**src/rtl/get_data_arbiter.sv**
```systemverilog
// Purpose: round-robin share of one get_data lookup unit between two requesters, with a watchdog on the unit.
// Latency: start sampled at edge k -> mem_start after k+1 -> reqN_valid after k+3; timeout adds TIMEOUT cycles.
// Backpressure: a result is held in RESP until reqN_ready; one outstanding request per requester, extra starts dropped.
//
// Ports:
//   _clock, _reset            single rising-edge clock, asynchronous active-high reset
//   reqN_addr/start/ready     requester N request address, start strobe, result accept
//   reqN_valid/done/err/out0  requester N result (done mirrors valid, err marks a timeout response)
//   reqN_busy                 requester N has a request pending or in flight
//   mem_addr/start/ready      request side of the shared get_data unit
//   mem_valid/done/out0       result side of the shared get_data unit (done is not used)
//   grant                     index of the most recently granted requester
module get_data_arbiter #(
  parameter int WIDTH   = 32,
  parameter int TIMEOUT = 15
) (
  input  logic                    _clock,
  input  logic                    _reset,
  input  logic signed [WIDTH-1:0] req0_addr,
  input  logic                    req0_start,
  input  logic                    req0_ready,
  output logic                    req0_valid,
  output logic                    req0_done,
  output logic                    req0_err,
  output logic                    req0_busy,
  output logic signed [WIDTH-1:0] req0_out0,
  input  logic signed [WIDTH-1:0] req1_addr,
  input  logic                    req1_start,
  input  logic                    req1_ready,
  output logic                    req1_valid,
  output logic                    req1_done,
  output logic                    req1_err,
  output logic                    req1_busy,
  output logic signed [WIDTH-1:0] req1_out0,
  output logic signed [WIDTH-1:0] mem_addr,
  output logic                    mem_start,
  output logic                    mem_ready,
  input  logic                    mem_valid,
  input  logic                    mem_done,
  input  logic signed [WIDTH-1:0] mem_out0,
  output logic                    grant
);

  typedef enum logic [1:0] {
    IDLE  = 2'd0,
    ISSUE = 2'd1,
    WAIT  = 2'd2,
    RESP  = 2'd3
  } state_e;

  // Result register of one requester.
  typedef struct packed {
    logic             vld;
    logic             err;
    logic [WIDTH-1:0] dat;
  } resp_t;

  localparam logic [7:0] TIMEOUT_C = 8'(TIMEOUT);

  // Requester inputs gathered into index-able form.
  logic [1:0]       start_in;
  logic [1:0]       ready_in;
  logic [WIDTH-1:0] addr_in [2];

  assign start_in   = {req1_start, req0_start};
  assign ready_in   = {req1_ready, req0_ready};
  assign addr_in[0] = req0_addr;
  assign addr_in[1] = req1_addr;

  // The shared unit's done strobe carries nothing beyond mem_valid.
  logic unused_mem_done;
  assign unused_mem_done = mem_done;

  state_e           state_q, state_d;
  logic [1:0]       pend_q, pend_d;
  logic [WIDTH-1:0] addr_q [2];
  logic [WIDTH-1:0] addr_d [2];
  resp_t            resp_q [2];
  resp_t            resp_d [2];
  logic             grant_q, grant_d;
  logic             init_q, init_d;
  logic [WIDTH-1:0] mem_addr_q, mem_addr_d;
  logic             mem_start_q, mem_start_d;
  logic             mem_ready_q, mem_ready_d;
  logic [7:0]       cnt_q, cnt_d;

  logic [1:0]       hs;
  logic             sel;

  always_comb begin
    state_d    = state_q;
    pend_d     = pend_q;
    addr_d     = addr_q;
    resp_d     = resp_q;
    // grant reads 0 during reset and becomes 1 on the first edge after it,
    // so requester 0 wins the first tie. No grant can happen on that edge
    // because nothing can be pending yet.
    grant_d    = init_q ? grant_q : 1'b1;
    init_d     = 1'b1;
    mem_addr_d = mem_addr_q;
    cnt_d      = cnt_q;
    hs         = 2'b00;
    sel        = 1'b0;

    case (state_q)
      IDLE: begin
        if (pend_q != 2'b00) begin
          // On a tie, serve the requester that was not granted last time.
          if (pend_q == 2'b11) begin
            sel = ~grant_q;
          end else begin
            sel = pend_q[1];
          end
          grant_d    = sel;
          mem_addr_d = addr_q[sel];
          state_d    = ISSUE;
        end
      end

      ISSUE: begin
        cnt_d   = 8'd0;
        state_d = WAIT;
      end

      WAIT: begin
        if (mem_valid) begin
          resp_d[grant_q].vld = 1'b1;
          resp_d[grant_q].err = 1'b0;
          resp_d[grant_q].dat = mem_out0;
          state_d             = RESP;
        end else if (cnt_q == TIMEOUT_C) begin
          resp_d[grant_q].vld = 1'b1;
          resp_d[grant_q].err = 1'b1;
          resp_d[grant_q].dat = '0;
          state_d             = RESP;
        end else if (cnt_q != 8'hFF) begin
          cnt_d = cnt_q + 8'd1;
        end
      end

      RESP: begin
        if (ready_in[grant_q]) begin
          hs[grant_q]         = 1'b1;
          resp_d[grant_q].vld = 1'b0;
          resp_d[grant_q].err = 1'b0;
          pend_d[grant_q]     = 1'b0;
          state_d             = IDLE;
        end
      end

      default: begin
        state_d = IDLE;
      end
    endcase

    // A start is taken when the slot is free, or when it frees on this very
    // edge; that wins over the handshake clearing pend.
    for (int i = 0; i < 2; i++) begin
      if (start_in[i] && (!pend_q[i] || hs[i])) begin
        pend_d[i] = 1'b1;
        addr_d[i] = addr_in[i];
      end
    end

    // Both strobes are decoded from the next state so they leave a flop.
    // mem_ready stays high outside RESP so a stale result is drained and
    // dropped while IDLE or ISSUE.
    mem_start_d = (state_d == ISSUE);
    mem_ready_d = (state_d != RESP);
  end

  always_ff @(posedge _clock or posedge _reset) begin
    if (_reset) begin
      state_q     <= IDLE;
      pend_q      <= 2'b00;
      for (int i = 0; i < 2; i++) begin
        addr_q[i] <= '0;
        resp_q[i] <= '0;
      end
      grant_q     <= 1'b0;
      init_q      <= 1'b0;
      mem_addr_q  <= '0;
      mem_start_q <= 1'b0;
      mem_ready_q <= 1'b0;
      cnt_q       <= 8'd0;
    end else begin
      state_q     <= state_d;
      pend_q      <= pend_d;
      for (int i = 0; i < 2; i++) begin
        addr_q[i] <= addr_d[i];
        resp_q[i] <= resp_d[i];
      end
      grant_q     <= grant_d;
      init_q      <= init_d;
      mem_addr_q  <= mem_addr_d;
      mem_start_q <= mem_start_d;
      mem_ready_q <= mem_ready_d;
      cnt_q       <= cnt_d;
    end
  end

  assign req0_valid = resp_q[0].vld;
  assign req0_done  = resp_q[0].vld;
  assign req0_err   = resp_q[0].err;
  assign req0_out0  = resp_q[0].dat;
  assign req0_busy  = pend_q[0];

  assign req1_valid = resp_q[1].vld;
  assign req1_done  = resp_q[1].vld;
  assign req1_err   = resp_q[1].err;
  assign req1_out0  = resp_q[1].dat;
  assign req1_busy  = pend_q[1];

  assign mem_addr   = mem_addr_q;
  assign mem_start  = mem_start_q;
  assign mem_ready  = mem_ready_q;
  assign grant      = grant_q;

endmodule

```
**config.mk**
```make
export PLATFORM = sky130hd
export DESIGN_NAME = get_data_arbiter
export DESIGN_NICKNAME = d
export VERILOG_FILES = /design/src/rtl/get_data_arbiter.sv
export SDC_FILE = /design/constraint.sdc
export NUM_CORES = 1
export LEC_CHECK = 0
export BUFFER_PORTS_ARGS = -buffer_cell sky130_fd_sc_hd__buf_4
export CORE_ASPECT_RATIO = 0.75
export CORE_MARGIN = 2
export CORE_UTILIZATION = 47
export DETAILED_ROUTE_END_ITERATION = 6
export PLACE_DENSITY = 0.73
export SETUP_SLACK_MARGIN = 0.2
export SYNTH_ARGS = -nofsm -noshare
export SYNTH_HDL_FRONTEND = slang
export SYNTH_SLANG_ARGS = --single-unit
```
**constraint.sdc**
```tcl
create_clock -name _clock -period 11.8 [get_ports _clock]
set_input_delay 0.59 -clock _clock [delete_from_list [all_inputs] [get_ports _clock]]
set_output_delay 0.59 -clock _clock [all_outputs]
set_load 0.01 [all_outputs]
```
==> metrics, run 1 <==
status complete, no violations; worst r2r path cells 3; share of cells above drive strength 1 43.1%; CP Max Fanout 31; CTS Hold Bufs 0; clock tree from TritonCTS done; sum of buffers and inverters on the critical path 0; Worst-Skew Late Latency 0.43 ns; post-layout util 62.7%; Worst VDD drop 113 uV; CP top delay family simple AND/OR/NAND/NOR gates; antenna-violating nets left 0; final wirelength 17.9 mm; synth cell count leaders dfrtp_1, a22o_1, a21oi_1, nor2_1, mux2_2; grt total ovfl 0; slew margin rel. 12.8%; CP arrival 2.84 ns; critical path class flip-flop to flip-flop; accumulated negative setup slack 0 ns; Gates resized, CTS repair 0; Max Transition Viols Final 0; Yosys top cell area share 61.2%; most common cell in the netlist dfrtp_1; Synth async-reset ratio 100%; H-tree depth 4; final setup fails 0; final hold vios 0; worst-margin pin slew 1.30 ns; post-DP HPWL 12.1 mm; Power per Cell Area 278 nW/um2; Yosys warning total 0; initial antenna violation count 0; I/O pins 211; EDFF count, synth 0; worst hold path type primary input to async pin; maxcap violations 0; Die W 148 um; root buffer cell clkbuf_16; syn_nets 642; Die H 112 um; die area 16700 um2; CTS sink count 180; clk_skew 0.00625 ns; GP Congestion 0.859; Distinct cells, synth 46; Crit-path slowest cell nor3_4; register area share after synthesis 61.2%; vias in the first global route 5371; Reg2Reg Setup Slack 9.32 ns; unrepaired setup endpoints after global routing no; crit end category flip-flop; FMAX 403 MHz; first-pass GRT wire length 28.3 mm; Synth area leaders dfrtp_1, a22o_1, mux2_4; Post-route DRC 0; DRT Pass-1 Iters 4; Critical Path Max Stage Delay 1.09 ns; core box area 15300 um2; # port buffers 209; Top FF cell, synth dfrtp_1; final worst-path cycle share 21.0%; Syn-to-layout area delta 30.1%; Mapped Cells 537; Global Route Usage Sum 21.7%; post-route setup slack 9.32 ns; Vias 5189; total power 0.00266 W; post-CTS setup buffers 0; Mean Syn Cell Area 13.7 um2; Critical Path RT 12.16 ns; 1st-iter DRT viols 317; Clock Pin Slew Worst Setup and Hold Paths 0.06 ns; antenna fix cells 0; dpl ws 9.33 ns; CP cell instances nand2b_1 -> nor3_4 -> a22o_1; CTS buffer count 17; largest net degree at the start of global routing 95; # rows 39; Leak 4.57 nW; fill count 1184; clk buf depth 2; post-route minimum period 2.48 ns; WL/cell 18.9 um; initial core utilization 48.2%; cell taking the most area after synthesis dfrtp_1; reg2reg start state_q[1]; nets 838; Critical R2R Capture req0_out0[9]; CP Launch Type flip-flop; Vias/cell 5.47; FF+latch count, synth 180; Post-Syn Area 7360 um2
-- routing by layer --
metal	vias to the layer above	GRT usage, %	share of wire, %	wire length (um)
met5	-	0	0	0
li1	2339	-	-	-
met3	35	6.26	7.3	1300
met4	0	7.17	1.9	338
met1	2624	28.2	42	7540
met2	191	35.4	49	8720
-- cell families (layout without fill, tap and decap cells) --
logic type | count (synthesis) | in the layout | share of synthesized area [%]
AO/OA/AOI/OAI | 134 | 134 | 13.3
other | 1 | 1 | 0.0510
adder cells (fa/ha/maj) | 1 | 1 | 0.170
buffers and inverters | 42 | 249 | 3.71
AND/OR/NAND/NOR | 82 | 82 | 5.78
flip-flops | 180 | 180 | 61.2
multiplexers | 97 | 97 | 15.8
-- power breakdown --
group / total (W) / internal (W) / switching, W
Clock: 0.000553 / 0.000317 / 0.000236
Sequential: 0.00109 / 0.000907 / 0.000186
Combinational: 0.00102 / 0.000555 / 0.000463
-- cells in the final DEF, fill, tap and decap left out, types with 2 or more instances in the layout --
cell          n
a21o_1        2
a21oi_1      40
a22o_1       62
a31oi_1       7
a32o_1        2
buf_4       214
bufinv_16     2
clkbuf_16    17
clkinv_2      3
clkinvlp_4    2
dfrtp_1     180
inv_1         4
inv_6         3
mux2_1        2
mux2_2       33
mux2_4       30
mux2i_1      32
nand2_1      14
nand2_2       3
nand2b_1      3
nand3_1       4
nand3b_1      2
nand4_1       3
nor2_1       38
nor2b_1       2
nor3_4        2
o21ai_0      10
o31ai_1       2
-- worst reg2reg max path, stage by stage (launching register included) --
cell,delay [ns]
dfrtp_1,0.63
nand2b_1,0.39
nor3_4,1.09
a22o_1,0.31
-- state kept, by name, indices dropped and copies added, names as in the netlist, 2 cells and up --
register,flops
mem_addr,32
addr_q,64
req0_out0,32
state_q,2
cnt_q,8
req1_out0,32
pend_q,2
-- worst max path at each step --
stage / startpoint / endpoint / cells past startpoint
final: state_q[1] / req0_out0[9] / 3
after global routing: state_q[1] / req0_out0[26] / 3
after CTS: state_q[1] / req0_out0[26] / 3
after detailed placement: _reset / req1_out0[21] / 3
after global placement: _reset / req0_out0[21] / 3
after floorplan: _reset / addr_q[0] / 1
-- stage by stage --
step | cells | hold WS [ns] | instance area, um2
2_1_floorplan | 537 | 0.458 | 7360
6_report | 949 | 0.310 | 9570
5_1_grt | 949 | 0.368 | 9570
4_1_cts | 949 | 0.349 | 9570
3_3_place_gp | 919 | 0.467 | 9000
3_5_place_dp | 919 | 0.480 | 9000
-- final cells by class --
type | count | area, um2 | area share, %
Tap cell | 205 | 256 | 2.68
Clock inverter | 11 | 128 | 1.33
Clock buffer | 19 | 443 | 4.63
Timing Repair Buffer | 214 | 1610 | 16.8
Sequential cell | 180 | 4500 | 47.1
Multi-Input combinational cell | 315 | 2610 | 27.3
Inverter | 5 | 23.8 | 0.248
(Power assumes the default switching activity.)
==> run 2: changes to the inputs <==
==> constraint.sdc (replaced) <==
create_clock -name _clock -period 2.6 [get_ports _clock]
set_input_delay 0.13 -clock _clock [delete_from_list [all_inputs] [get_ports _clock]]
set_output_delay 0.13 -clock _clock [all_outputs]
set_load 0.01 [all_outputs]
==> metrics, run 2 (synthesis gave the netlist of run 1 again) <==
P_sw 0.00414 W; vias in the first global route 6038; unrepaired setup endpoints after global routing no; Worst-Skew Late Latency 0.42 ns; most frequent cells in the layout buf_4, dfrtp_1, dlygate4sd3_1; Leak 5.02 nW; clock tree from TritonCTS done; WL/cell 18.4 um; root buffer cell clkbuf_16; switching share of power 33.5%; final wirelength 19.4 mm; Vias/cell 5.38; Die H 112 um; Global Route Usage Sum 23.9%; post-DP HPWL 11.8 mm; share of cells above drive strength 1 38.6%; initial core utilization 48.2%; Seq pwr share 40.5%; clock share of power 20.6%; critical path class flip-flop to flip-flop; Worst VDD drop 558 uV; Critical Path RT 2.90 ns; Clock Pin Slew Worst Setup and Hold Paths 0.07 ns; initial antenna violation count 0; Design Area, Final 10600 um2; CTS buffer count 17; Int Pwr 0.00822 W; die area 16700 um2; nets 940; clk_skew 0.0109 ns; Post-route DRC 0; Placed Area 9070 um2; final hold vios 14; violated checks negative hold slack; # port buffers 209; largest reg by FF count addr_q; grt total ovfl 0; antenna fix cells 0; largest net degree at the start of global routing 181; number of flip-flops under the largest register name 64; final worst-path cycle share 80.4%; # rows 39; Vias 5657; Gate power share 38.9%; post-CTS setup buffers 0; worst hold path type primary input to async pin; final setup fails 0; worst-margin pin slew 0.963 ns; maxcap violations 0; I/O pins 211; CP Launch Type flip-flop; Power per Cell Area 1160 nW/um2; CTS Hold Bufs 98; Syn-to-layout area delta 44.5%; crit end category flip-flop; H-tree depth 4; core box area 15300 um2; Max Transition Viols Final 0; CP Max Fanout 33; first-pass GRT wire length 31.5 mm; fill count 1014; Gates resized, CTS repair 0; CP arrival 2.39 ns; WHS -0.0409 ns; Die W 148 um; clk buf depth 2; antenna-violating nets left 0; slew margin rel. 35.8%; Crit. Startpoint cnt_q[0]; CTS sink count 180; 1st-iter DRT viols 352; reg2reg start cnt_q[0]; DRT Pass-1 Iters 5; accumulated negative setup slack 0 ns; status finished with violations; most common cell after layout, fill and taps aside buf_4; GP Congestion 0.807; FMAX 479 MHz; post-route minimum period 2.09 ns
==> run 2: cell types whose count changed in the layout (fill, tap and decap cells not counted) <==
cell           change
clkinv_2           -1
dlygate4sd3_1     +98
buf_12             +3
clkinv_4           +2
buf_4              +1
clkinvlp_4         +1
clkbuf_1           -1
==> run 2: path summary, 6_finish.rpt <==
check / end / slack [ns] / cells after the start
setup / recovery: req1_out0[30] / 0.51 / 5
hold / removal: mem_addr[21] / -0.04 / 3
setup reg to reg: req1_out0[30] / 0.51 / 5
hold reg to reg: req0_out0[30] / 0.49 / 1
max in group asynchronous: req0_out0[6] / 1.92 / 3
min in group _clock: req0_out0[30] / 0.04 / 2
==> run 2: critical path: stages, from the launching register on <==
cell and delay (ns):
dfrtp_1 0.41, ha_1 0.29, and4b_4 0.30, a21o_2 0.18
nand2_2 0.41, a32o_1 0.38
==> run 2: cell type report <==
cell class / count / area [um2] / share of cell area, %
tap: 205 / 256 / 2.41
clock buffer: 18 / 439 / 4.13
clock inverter: 13 / 149 / 1.40
timing repair buffer: 316 / 2660 / 25.0
inverter: 5 / 22.5 / 0.212
sequential: 180 / 4500 / 42.3
multi-input combinational: 315 / 2610 / 24.5
==> run 2: power by group through the flow <==
stage | Clock (W) | Combinational (W) | Sequential (W)
global placement | 0 | 0.00452 | 0.00490
global route | 0.00274 | 0.00518 | 0.00516
detailed placement | 0 | 0.00464 | 0.00500
finish | 0.00255 | 0.00481 | 0.00500
floorplan | 0 | 0.00255 | 0.00512
CTS | 0.00261 | 0.00480 | 0.00497
==> run 2: per-layer routing <==
| layer | part of all wire, % | track usage, % | wire [um] |
|---|---|---|---|
| met2 | 50 | 39.4 | 9670 |
| met5 | 0 | 0 | 0 |
| met1 | 42 | 31.2 | 8240 |
| met3 | 5.3 | 6.02 | 1030 |
| met4 | 2.3 | 8.19 | 447 |
==> run 2: through the flow <==
stage | hold WS [ns] | utilization [%] | setup WS, ns | std cells | power (W)
after CTS | 0.0252 | 69.6 | 0.505 | 1052 | 0.0124
after global placement | 0.328 | 59.4 | 0.574 | 923 | 0.00942
after floorplan | 0.238 | - | 0.161 | 537 | 0.00767
final | -0.0409 | 69.6 | 0.511 | 1052 | 0.0124
after detailed placement | 0.337 | 59.4 | 0.511 | 923 | 0.00964
after global routing | 0.0449 | 69.6 | 0.356 | 1052 | 0.0131
